**config.mk**
```make
export PLATFORM = sky130hd
export DESIGN_NAME = padd_sat_pipe
export DESIGN_NICKNAME = d
export VERILOG_FILES = /design/src/rtl/padd_sat_pipe.sv
export SDC_FILE = /design/constraint.sdc
export NUM_CORES = 1
export LEC_CHECK = 0
export ABC_AREA = 1
export BUFFER_PORTS_ARGS = -buffer_cell sky130_fd_sc_hd__buf_2
export CAP_MARGIN = 25
export CORE_MARGIN = 2
export CORE_UTILIZATION = 53
export DETAILED_ROUTE_END_ITERATION = 10
export PLACE_DENSITY = 0.76
export SYNTH_ARGS = -nofsm -noshare
export SYNTH_HDL_FRONTEND = slang
export SYNTH_SLANG_ARGS = --single-unit
```
**constraint.sdc**
```tcl
create_clock -name clk -period 6.61 [get_ports clk]
set_clock_uncertainty 0.1 [all_clocks]
set_input_delay 0 -clock clk [delete_from_list [all_inputs] [get_ports clk]]
set_output_delay 0 -clock clk [all_outputs]
set_load 0.005 [all_outputs]
```
**src/rtl/padd_sat_pipe.sv**
```systemverilog
// Two-stage packed-SIMD saturating add/subtract with valid/ready handshake and sticky lane status.
// Optional saturation-event counter enabled by defining PADD_SAT_CNT_EN.
module padd_sat_pipe #(
    parameter int unsigned DATA_W = 16,
    parameter int unsigned LANE_W = 4
) (
    input  logic                       clk,
    input  logic                       rst,
    input  logic                       in_valid,
    output logic                       in_ready,
    input  logic [DATA_W-1:0]          a,
    input  logic [DATA_W-1:0]          b,
    input  logic [1:0]                 mode,
    output logic                       out_valid,
    input  logic                       out_ready,
    output logic [DATA_W-1:0]          res,
    output logic [DATA_W/LANE_W-1:0]   sat_lane,
    output logic [DATA_W/LANE_W-1:0]   sat_sticky,
    input  logic                       sat_clr
`ifdef PADD_SAT_CNT_EN
    ,
    output logic [15:0]                sat_cnt
`endif
);

    localparam int unsigned LANES = DATA_W / LANE_W;

    if (((DATA_W % LANE_W) != 0) || (LANE_W < 2)) begin : g_bad_params
        $error("padd_sat_pipe: DATA_W must be a multiple of LANE_W and LANE_W >= 2");
    end

    logic                s1_valid;
    logic [DATA_W-1:0]   s1_a;
    logic [DATA_W-1:0]   s1_b;
    logic [1:0]          s1_mode;
    logic                adv1;
    logic                adv2;
    logic                xfer;
    logic [DATA_W-1:0]   lane_res_c;
    logic [LANES-1:0]    lane_sat_c;

    // S2 drains when empty or consumed; S1 may refill whenever its contents can move on
    assign adv2     = !out_valid || out_ready;
    assign adv1     = !s1_valid || adv2;
    assign in_ready = adv1;
    assign xfer     = out_valid && out_ready;

    // Stage 1: operand capture
    always_ff @(posedge clk) begin
        if (rst) begin
            s1_valid <= 1'b0;
            s1_a     <= '0;
            s1_b     <= '0;
            s1_mode  <= '0;
        end else if (adv1) begin
            s1_valid <= in_valid;
            if (in_valid) begin
                s1_a    <= a;
                s1_b    <= b;
                s1_mode <= mode;
            end
        end
    end

    // Per-lane arithmetic at LANE_W+1 bits; mode[1] selects unsigned, mode[0] selects subtract
    always_comb begin
        logic [LANE_W-1:0] la;
        logic [LANE_W-1:0] lb;
        logic [LANE_W-1:0] satv;
        logic [LANE_W:0]   ea;
        logic [LANE_W:0]   eb;
        logic [LANE_W:0]   sum;
        logic              uns;
        logic              sub;
        logic              ovf;
        lane_res_c = '0;
        lane_sat_c = '0;
        uns        = s1_mode[1];
        sub        = s1_mode[0];
        for (int unsigned i = 0; i < LANES; i++) begin
            la  = s1_a[i*LANE_W +: LANE_W];
            lb  = s1_b[i*LANE_W +: LANE_W];
            ea  = {(uns ? 1'b0 : la[LANE_W-1]), la};
            eb  = {(uns ? 1'b0 : lb[LANE_W-1]), lb};
            sum = sub ? (ea - eb) : (ea + eb);
            if (uns) begin
                // top bit is carry on add, borrow on subtract
                ovf  = sum[LANE_W];
                satv = sub ? {LANE_W{1'b0}} : {LANE_W{1'b1}};
            end else begin
                ovf  = sum[LANE_W] ^ sum[LANE_W-1];
                satv = la[LANE_W-1] ? {1'b1, {(LANE_W-1){1'b0}}}
                                    : {1'b0, {(LANE_W-1){1'b1}}};
            end
            lane_res_c[i*LANE_W +: LANE_W] = ovf ? satv : sum[LANE_W-1:0];
            lane_sat_c[i]                  = ovf;
        end
    end

    // Stage 2: result register, held while the consumer stalls
    always_ff @(posedge clk) begin
        if (rst) begin
            out_valid <= 1'b0;
            res       <= '0;
            sat_lane  <= '0;
        end else if (adv2) begin
            out_valid <= s1_valid;
            if (s1_valid) begin
                res      <= lane_res_c;
                sat_lane <= lane_sat_c;
            end
        end
    end

    // Sticky status: a clear coinciding with a transfer keeps the transferred flags
    always_ff @(posedge clk) begin
        if (rst) begin
            sat_sticky <= '0;
        end else if (xfer) begin
            sat_sticky <= (sat_clr ? {LANES{1'b0}} : sat_sticky) | sat_lane;
        end else if (sat_clr) begin
            sat_sticky <= '0;
        end
    end

`ifdef PADD_SAT_CNT_EN
    // Count of transferred beats with any saturated lane, clamped at all-ones
    always_ff @(posedge clk) begin
        if (rst) begin
            sat_cnt <= '0;
        end else if (xfer) begin
            if (sat_clr) begin
                sat_cnt <= 16'(|sat_lane);
            end else if ((|sat_lane) && (sat_cnt != 16'hFFFF)) begin
                sat_cnt <= sat_cnt + 16'd1;
            end
        end else if (sat_clr) begin
            sat_cnt <= '0;
        end
    end
`endif

endmodule

```
==> summary by stage <==
Finish
The finished layout holds 698 standard cells, fillers aside. The final layout contains 661 nets. Summing all non-filler instances in the final layout gives an area of between 4000 and 5000 um^2. The repair_antennas step left the layout with diodes totalling 0. In the final layout, the share of cells above drive strength 1 is 21.9%.

Leaving out fill and tap cells, the most frequent cell in the layout is nand2_1. Compared with the post-synthesis result, the final layout area differs by 24.9%. In the layout the commonest cells are nand2_1, buf_2, inv_1, dfxtp_1, o21ai_0.

Logic synthesis
Each instance of the synthesized netlist takes up on average 7.44 um^2. The register bit total from synthesis is 60. The synthesized netlist contains 33 unique library cells.

The post-synthesis sequential area ratio is 32.2%. The synthesized netlist cell count is about 500. The number of warning messages in the yosys log is 0. The synthesized net count is 564.

The post-synthesis instance area is 3730 um^2.

Power
Registers are responsible for a little under two fifths of the overall power. The fraction of power consumed by combinational cells is 36.9%. Net switching is 36.2% of the power. In this run the power density over the cells is 241 nW/um^2. Summed over all cells, the static leakage comes to 2.39 nW. Of the total power, the clock network draws 25.9%. Summed over all nets, the switching power comes to 0.406 mW. The internal power is 0.715 mW.

Across the VDD grid, the largest voltage drop is between 0.1 and 0.15 mV.

Global routing
The number of global-route vias before repair is 3157. The overall fraction of global-route tracks in use is 22.4%. The pin count of the biggest net entering global routing is between 50 and 60. The initial antenna violation count was 0. The total congestion overflow after global routing is 0. The first global-routing pass estimated 13800 um of wire.

Worst hold path
In this run the worst hold path is classified as in -> reg. Along the worst hold path, the cell count comes to 4.

Critical path
Data arrives at the worst endpoint at 3.03 ns. The element type at the critical path start is a flop. The worst setup path is captured at a flop. The biggest fanout along the worst timing path is 17.

Counting cells, the worst reg-to-reg path comes to 14. At the worst endpoint, the required time is 6.75 ns. The setup path with the least slack is of type reg -> reg.

Clock network
The source-to-sink clock delay at the later pin of the worst-skew pair is 0.34 ns. Clock tree synthesis found a total of 60 sinks. The number of clock buffers added by TritonCTS is 9. After clock tree synthesis, the clock-pin slew on the worst setup and hold paths is roughly 0.070 ns. Post-CTS timing repair inserted 0 buffers for setup. The cell sitting at the root of the clock tree is a clkbuf_8.

The number of H-tree levels is 3. TritonCTS built the clock tree. The number of buffers between clock root and the deepest sink is 2.

STA
The number of hold-slack violations in the final timing report is 0. Based on the critical path, the design can be clocked at up to 345 MHz. The worst max-slew margin expressed relative to the limit is between 30 and 40%. At the pin with the least slew margin, the transition time is roughly 0.91 ns. The minimum hold slack is 0.147 ns.

Setup violations remaining at the end of the flow were counted as 0. The routed design could run at a clock period as short as ~2.9 ns. The final-report max-slew violation count is 0. The final worst-path cycle share is 43.8%. Setup repair after global routing left no endpoint under its margin.

The final setup TNS is 0 ns.

Die
The die is 87.9 um tall. The die covers 7720 um^2. The floorplan step defined a core boundary enclosing around 6800 um^2. The initial standard-cell utilization of the core is 54.9%.

The die is roughly 88 um wide. The site row count is 30. 65 I/O pins were placed.

Job
The total of max-cap violations is 0.

Place
At the end of routability-driven placement, the weighted congestion stood at just under 0.9. After legalization and detailed placement, the total HPWL measured 5850 um. Once placement completed, the tool counted placed cells totaling 643. In this run the cell area measured after placement is slightly above 4000 um^2. The number of I/O port buffers is 64.

Routing
For this block, the via count after detailed routing is 3412. The detailed router finished its first iteration with around 70 violations. The final wirelength is 8230 um. In the routed layout, each cell is associated on average with a via count of a little under 5. The length of the first detailed-routing pass in iterations is 4. The count of nets left with antenna violations after detail routing is 0. In the final routed layout, each cell accounts on average for 11.8 um.

The detailed-route DRC error count is 0.

Status
The run finished with clean final reports.
==> sequential cells by signal, indices dropped and copies added, names as in the netlist <==
signal      count
sat_lane        4
s1_valid        1
res            16
s1_a           16
s1_b           16
out_valid       1
sat_sticky      4
s1_mode         2
==> cell type report <==
cell class / count / area, um^2
Sequential cell: 60 / 1200
Timing Repair Buffer: 105 / 746
Fill cell: 562 / 2140
Clock inverter: 2 / 10.0
Tap cell: 96 / 120
Clock buffer: 13 / 159
Inverter: 65 / 259
Multi-Input combinational cell: 357 / 2160
==> worst paths after layout <==
kind	from	endpoint	slack (ns)
worst max register to register	s1_mode[0]	res[5]	3.72
worst min register to register	sat_sticky[1]	sat_sticky[1]	0.36
worst min-delay path	in_valid	s1_valid	0.15
worst max-delay path	s1_mode[0]	res[5]	3.72
==> power groups by stage <==
stage          Sequential [mW]  Combinational, mW  Clock, mW
2_1_floorplan            0.419              0.318          0
3_3_place_gp             0.424              0.378          0
3_5_place_dp             0.425              0.391          0
4_1_cts                  0.418              0.410      0.295
5_1_grt                  0.421              0.469      0.312
6_report                 0.418              0.413      0.290
==> synthesized netlist by cell type <==
master	number	area share [%]
xor2_1	7	1.6
clkbuf_1	13	1.3
inv_6	1	0.23
a21oi_1	42	5.6
a31oi_1	5	0.84
ha_1	20	6.7
nor2_1	49	4.9
buf_2	1	0.13
nand3_4	2	0.94
o21bai_1	3	0.60
o21ai_0	50	6.7
dfxtp_1	60	32
o211ai_1	3	0.60
nand3b_1	3	0.60
inv_1	61	6.1
fa_1	4	2.1
nand3_1	29	3.9
nand2_4	13	3.9
inv_2	1	0.10
nand2_8	3	1.6
a21o_1	1	0.20
nand2_1	88	8.9
a21oi_2	3	0.70
o21ai_4	1	0.44
inv_4	1	0.17
nand4_1	3	0.50
nand3_2	17	4.6
buf_4	1	0.20
or2_2	1	0.17
xnor2_1	1	0.23
nand2_2	9	1.5
inv_8	1	0.30
buf_6	4	1.2
==> per-layer routing <==
layer / up-vias / track usage [%] / wire length (um)
li1: 1828 / - / -
met1: 1503 / 29.1 / 4080
met2: 74 / 38.2 / 3770
met3: 7 / 5.09 / 313
met4: 0 / 4.62 / 74
met5: - / 0 / 0
==> worst max-delay path: stages (launching register included) <==
cell     delay, ns
dfxtp_1       0.81
inv_6         0.14
o21ai_0       0.19
nand2_1       0.07
ha_1          0.33
a21oi_1       0.16
nand2_1       0.07
xnor2_1       0.34
nor2_1        0.09
nand3_2       0.14
nand2_4       0.07
nand2_1       0.06
nand3_1       0.07
nand2_1       0.09
inv_1         0.04
==> through the flow <==
step                      power (mW)  utilization [%]  setup WS, ns
after floorplan                0.737                -          4.23
after global placement         0.802             59.9          3.86
after detailed placement       0.817             59.9          3.74
after CTS                       1.12             68.1          3.72
after global routing            1.20             68.5          3.37
final                           1.12             68.5          3.72
==> cells by family (layout without fill, tap and decap cells) <==
kind of cell	after synthesis	in the layout	synth area share (%)
and+or+nand+nor	217	217	31.5
AOI/OAI and AO/OA	108	108	15.7
buffers and inverters	84	185	9.80
DFF	60	60	32.2
adders and majority gates	24	24	8.86
xor gates and xnor gates	8	8	1.88
==> repair_timing <==
item,CTS,global route
hold buffers,39,0
endpoints found under the hold margin,47,0
endpoints found under the setup margin,0,0
resized for setup,0,0
No activity file was read; power rests on OpenSTA's default activity.
